File: src/rtl/narrow_16to10.sv
//==============================================================================
// Module      : narrow_16to10
// Description : Registered 16-to-10-bit two's-complement narrowing stage with
//               valid/ready handshake, overflow flag and overflow statistics.
//               NARROW_SAT_EN selects saturation; otherwise overflow wraps.
// Revision    : 1.0 - initial release
//==============================================================================
`default_nettype none

module narrow_16to10 #(
  parameter int IN_W  = 16,
  parameter int OUT_W = 10,
  parameter int CNT_W = 8
) (
  input  logic             clk,
  input  logic             rst,
  input  logic             in_valid,
  output logic             in_ready,
  input  logic [IN_W-1:0]  data_in,
  output logic             out_valid,
  input  logic             out_ready,
  output logic [OUT_W-1:0] data_out,
  output logic             ovf,
  output logic             ovf_sticky,
  output logic [CNT_W-1:0] ovf_count,
  input  logic             ovf_clr
);

  typedef enum logic [0:0] {
    ST_EMPTY = 1'b0,
    ST_FULL  = 1'b1
  } state_t;

  localparam int c_HI_W = IN_W - OUT_W + 1;

  state_t             r_state;
  state_t             w_state_next;
  logic [OUT_W-1:0]   r_data;
  logic               r_ovf;
  logic               r_ovf_sticky;
  logic [CNT_W-1:0]   r_ovf_count;

  logic               w_accept;
  logic [c_HI_W-1:0]  w_hi;
  logic               w_fits;
  logic               w_ovf_event;
  logic [OUT_W-1:0]   w_result;

  assign out_valid   = (r_state == ST_FULL);
  assign in_ready    = !out_valid || out_ready;
  assign w_accept    = in_valid && in_ready;

  // The word fits when the sign bit plus every discarded bit agree.
  assign w_hi        = data_in[IN_W-1:OUT_W-1];
  assign w_fits      = (&w_hi) || !(|w_hi);
  assign w_ovf_event = w_accept && !w_fits;

`ifdef NARROW_SAT_EN
  localparam logic [OUT_W-1:0] c_SAT_POS = {1'b0, {(OUT_W-1){1'b1}}};
  localparam logic [OUT_W-1:0] c_SAT_NEG = {1'b1, {(OUT_W-1){1'b0}}};

  always_comb begin
    w_result = data_in[OUT_W-1:0];
    if (!w_fits) begin
      w_result = data_in[IN_W-1] ? c_SAT_NEG : c_SAT_POS;
    end
  end
`else
  always_comb begin
    w_result = data_in[OUT_W-1:0];
  end
`endif

  always_ff @(posedge clk or posedge rst) begin
    if (rst) begin
      r_state <= ST_EMPTY;
    end else begin
      r_state <= w_state_next;
    end
  end

  always_comb begin
    w_state_next = r_state;
    case (r_state)
      ST_EMPTY: if (w_accept) w_state_next = ST_FULL;
      ST_FULL:  if (!w_accept && out_ready) w_state_next = ST_EMPTY;
      default:  w_state_next = ST_EMPTY;
    endcase
  end

  always_ff @(posedge clk or posedge rst) begin
    if (rst) begin
      r_data <= '0;
      r_ovf  <= 1'b0;
    end else if (w_accept) begin
      r_data <= w_result;
      r_ovf  <= !w_fits;
    end
  end

  // A clear coinciding with an overflow lands as the first event after the clear.
  always_ff @(posedge clk or posedge rst) begin
    if (rst) begin
      r_ovf_sticky <= 1'b0;
      r_ovf_count  <= '0;
    end else if (ovf_clr) begin
      r_ovf_sticky <= w_ovf_event;
      r_ovf_count  <= w_ovf_event ? CNT_W'(1) : '0;
    end else if (w_ovf_event) begin
      r_ovf_sticky <= 1'b1;
      if (!(&r_ovf_count)) begin
        r_ovf_count <= r_ovf_count + CNT_W'(1);
      end
    end
  end

  assign data_out   = r_data;
  assign ovf        = r_ovf;
  assign ovf_sticky = r_ovf_sticky;
  assign ovf_count  = r_ovf_count;

endmodule

`default_nettype wire

File: config.mk
export PLATFORM = sky130hd
export DESIGN_NAME = narrow_16to10
export DESIGN_NICKNAME = d
export VERILOG_FILES = /design/src/rtl/narrow_16to10.sv
export SDC_FILE = /design/constraint.sdc
export NUM_CORES = 1
export LEC_CHECK = 0
export ABC_AREA = 1
export CAP_MARGIN = 20
export CORE_AREA = 2 2 51 64
export DETAILED_ROUTE_END_ITERATION = 10
export DIE_AREA = 0 0 53 66
export DONT_BUFFER_PORTS = 1
export PLACE_DENSITY = 0.55
export SLEW_MARGIN = 20
export SYNTH_ARGS = -nofsm -noshare
export SYNTH_HDL_FRONTEND = slang
export SYNTH_SLANG_ARGS = --single-unit
File: constraint.sdc
create_clock -name clk -period 1.5 [get_ports clk]
set_input_delay 0.3 -clock clk [delete_from_list [all_inputs] [get_ports clk]]
set_output_delay 0.3 -clock clk [all_outputs]
set_load 0.05 [all_outputs]
# --- After elaboration in Yosys (flattened, before gate mapping) ---
# Cells that the tools add are included.
totals:
  reg_bits: 21
  inputBits: 21
  out_inout_bits: 22
  wordCells: 31
classes:
  muxes: 9
  reduce_logical: 14
  eq_ne: 1
  n_bitwise: 1
  addsub: 1
op_table:
  columns: ["op", "count"]
  rows:
  - ["$mux 8", 3]
  - ["$add 8x1->8 const B", 1]
  - ["$reduce_and 8->1", 1]
  - ["$reduce_and 7->1", 1]
  - ["$reduce_or 7->1", 1]
  - ["$mux 1", 5]
  - ["$logic_not 1->1", 4]
  - ["$logic_and 1x1->1", 3]
  - ["$logic_or 1x1->1", 2]
  - ["$ne 2x2->1 const B", 1]
  - ["$pmux 1 s2", 1]
  - ["$reduce_and 2->1", 1]
  - ["$reduce_bool 2->1", 1]
  - ["$not 1->1", 1]

# --- Longest topological paths before layout ---
logic_depth:
  word_depth: 7
  ltp_mapped: 9
  mapped_depth_nobuf: 9

# --- Worst setup path before layout ---
# OpenSTA, ideal clock, no wires.
synth_timing:
  path_kind: "register to register"
  from: "register r_ovf_count[0] (netlist: ovf_count[0])"
  to: "register r_ovf_count[7] (netlist: ovf_count[7])"
  path_buffers: 0
  setup_ps: 66
  slack_ps: -173
  arrival_time_ps: 1607
  path_stages_with_launch: 8
  required_ps: 1434
  period_less_slack_ps: 1673
  path_cell_list: "dfrtp_1 -> ha_1 -> nand2_2 -> nor2_4 -> nand4_4 -> nand2_4 -> nand2_1 -> nand2_1"
synth_between:
  elab_chain_len: 4
  elab_cells_between_ends: 7
  cone_classes: "1 x add/sub; 1 x eq/ne; 3 x mux; 2 x reduce/logical"
synth_lines:
  columns: ["element", "line_no", "source"]
  rows:
  - ["from (decl)", "41", "logic [CNT_W-1:0] r_ovf_count;"]
  - ["from (signal assigned)", "108", "r_ovf_count <= w_ovf_event ? CNT_W'(1) : '0;"]
  - ["from (signal assigned)", "112", "r_ovf_count <= r_ovf_count + CNT_W'(1);"]
  - ["$add 8x1->8", "112", null]
  - ["$mux 8", "111", "if (!(&r_ovf_count)) begin"]
  - ["$mux 8", "109", "end else if (w_ovf_event) begin"]
  - ["$mux 8", "106", "end else if (ovf_clr) begin"]
# Several ways; a longest one is shown, not always the timed one. The select of a mux whose other input is x is not followed.
# A chain may end at the register's enable or synchronous reset.

# --- Worst setup path after layout ---
layout_timing:
  from: "register r_state (netlist: out_valid)"
  to: "output in_ready"
layout_between:
  elab_chain_len: 2
layout_lines:
  columns: ["element", "line_no", "source"]
  rows:
  - ["from (decl)", "36", "state_t r_state;"]
  - ["from (signal assigned)", "78", "r_state <= w_state_next;"]
  - ["$logic_not 1->1", "50", "assign in_ready = !out_valid || out_ready;"]
  - ["$logic_or 1x1->1", "50", null]
  - ["to (decl)", "18", "output logic in_ready,"]
# Every way passes these cells.

==> out/qor.yml <==
clock_sinks: 21
skew_ns: 0.00784
nets: 190
synth_top_area_share_pct: 47.4
yosysSeqAreaShare_pct: 47.4
worstMarginPinSlew_ns: 0.501
crit_type: "flip-flop to primary output"
coreArea_um2: 2890
cts.htree.levels: 1
layout_common_cells: "nand2_1 (70), dfrtp_1 (19), inv_1 (17)"
max_freq_mhz: 695
final_common_cell: "nand2_1"
syn_area_um2: 1110
grt_usage_pct: 15.7
synth-warning-count: 0
grt_max_degree: 22
synth_edf_count: 0
status: "finished clean"
grt_overflow_total: 0
finalHoldViolCount: 0
path_cells: "buf_4 -> nand2_1 -> buf_6"
place_area_um2: 1240
slowest_stage: "dfrtp_1"
synth_top_area_cell: "dfrtp_1"
worst_slack_ns: 0.0606
end_kind: "primary output"
die_y_um: 66
arrival_ns: 1.14
fin_crit_sh_pct: 96.0
finalInstanceArea_um2: 1280
pin_count: 43
diodes: 0
postSynthAreaPerCell_um2: 7.34
num_rows: 22
antenna_found_initial: 0
post-place-ws_ns: 0.127
cts_tree: "done"
synth_cells: 151
min_period_ns: 1.44
dieArea_um2: 3500
fin_total_pwr_mw: 1.27
cts-buffers-inserted: 3
drt-pass1-iter-count: 4
gp_congestion: 0.789
syn-num-nets: 173
ir_worst_vdd_mv: 0.606
fin_tns_setup_ns: 0
synth_area_leaders: "dfrtp_1 (47%), nand2_1 (24%), inv_1 (5.8%), nor2_1 (4.7%), nand3_1 (3.2%)"
maxSlewViolCount: 0
slowest_delay_ns: 0.39
p_leak_nw: 0.727
viasPerCell: 4.71
async_flop_share_pct: 100
synth_cell_types: 21
start_util_pct: 38.4
grt_pass1_vias: 946
portBuffers: 0
cp_max_fo: 2
routed_wl_mm: 2.41
drt-initial-drc-count: 11
root_buffer: "clkbuf_4"
routedWlPerCell_um: 11.9
ys_ff_latch: 21
final-setup-viol-count: 0
crit_path_start_kind: "flip-flop"
route.antenna.remaining_nets: 0
grt_pass1_wl_mm: 3.97
num_vias: 957
clk_path_buf_depth: 2
drive_gt1_share_pct: 19.2
dieWidth_um: 53
critPathRequiredTime_ns: 1.20
rsz0062_at_grt: "false"
clkTransAtPathRegs_ns: 0.12
cellPowerDensity_nw_per_um2: 987
clk_latency_ns: 0.30
hpwlAfterDp_mm: 1.90
drc: 0
slew-limit-headroom_pct: 66.6
area_delta_synth_final_pct: 15.9
synth_ff_type: "dfrtp_1"
min_path_type: "input port to flip-flop"
drv_cap: 0
## final timing paths
path / startpoint / endpoint / slack [ns] / depth (start not counted)
worst max-delay path: out_valid / in_ready / 0.06 / 3
worst min-delay path: data_in[1] / data_out[1] / 0.10 / 2
worst max register to register: ovf_count[0] / ovf_count[5] / 0.14 / 9
worst min register to register: ovf_count[2] / ovf_count[2] / 0.56 / 2
max in group asynchronous: rst / ovf_count[0] / 0.80 / 3
min in group asynchronous: rst / data_out[4] / 0.45 / 3
## logic make-up (layout without fill, tap and decap cells)
| logic type | after synthesis | after routing | synth area share [%] |
|---|---|---|---|
| simple gates | 100 | 100 | 39.8 |
| buf+inv | 22 | 38 | 7.90 |
| flops | 21 | 21 | 47.4 |
| compound gates | 7 | 7 | 3.72 |
| fa+ha+maj | 1 | 1 | 1.13 |
## state kept, by name, summed over array words and instances, names as in the netlist
name	flops
ovf_sticky	1
out_valid	1
ovf	1
data_out	10
ovf_count	8
## routing by layer
metal	vias up	wire length, um	track usage (%)
met5	-	0	0
met4	0	33	6.73
met3	4	132	3.39
met2	28	1310	29.2
met1	439	934	16.3
li1	486	-	-
## power breakdown
group / internal, mW / switching, mW
Combinational: 0.0628 / 0.132
Clock: 0.0995 / 0.174
Sequential: 0.614 / 0.187
## synthesized netlist by cell type, types with 3 or more instances
| cell | instances |
|---|---|
| nor2_1 | 14 |
| dfrtp_1 | 21 |
| inv_2 | 3 |
| inv_1 | 17 |
| nand2_2 | 3 |
| nand3_1 | 7 |
| nand2_1 | 70 |
| a21oi_1 | 3 |
## critical path: cells and delay by family, from the launching register on
| family | cells | cell delay, ns |
|---|---|---|
| buffers and inverters | 2 | 0.35 |
| AND/OR/NAND/NOR | 1 | 0.09 |
| flip-flops | 1 | 0.39 |
## final cells by class
cell class	instances	area (um2)
Clock inverter	1	5.00
Timing Repair Buffer	14	111
Tap cell	36	45.0
Clock buffer	3	22.5
Multi-Input combinational cell	108	498
Sequential cell	21	528
Fill cell	326	1610
Inverter	20	75.1
## metrics by stage
step	util, %	hold WS, ns	cells
2_1_floorplan	-	0.276	151
3_3_place_gp	42.8	0.239	197
3_5_place_dp	42.8	0.251	197
4_1_cts	44.1	0.0828	202
5_1_grt	44.5	0.0813	203
6_report	44.5	0.100	203
## what timing repair did
item | 4_1_cts | 5_1_grt
setup buffers | 0 | 1
gates resized for setup | 0 | 1
hold buffers | 1 | 0
endpoints found under the setup margin | 0 | 1
endpoints found under the hold margin | 21 | 0
Note: power is estimated with default switching activity, not from simulation.
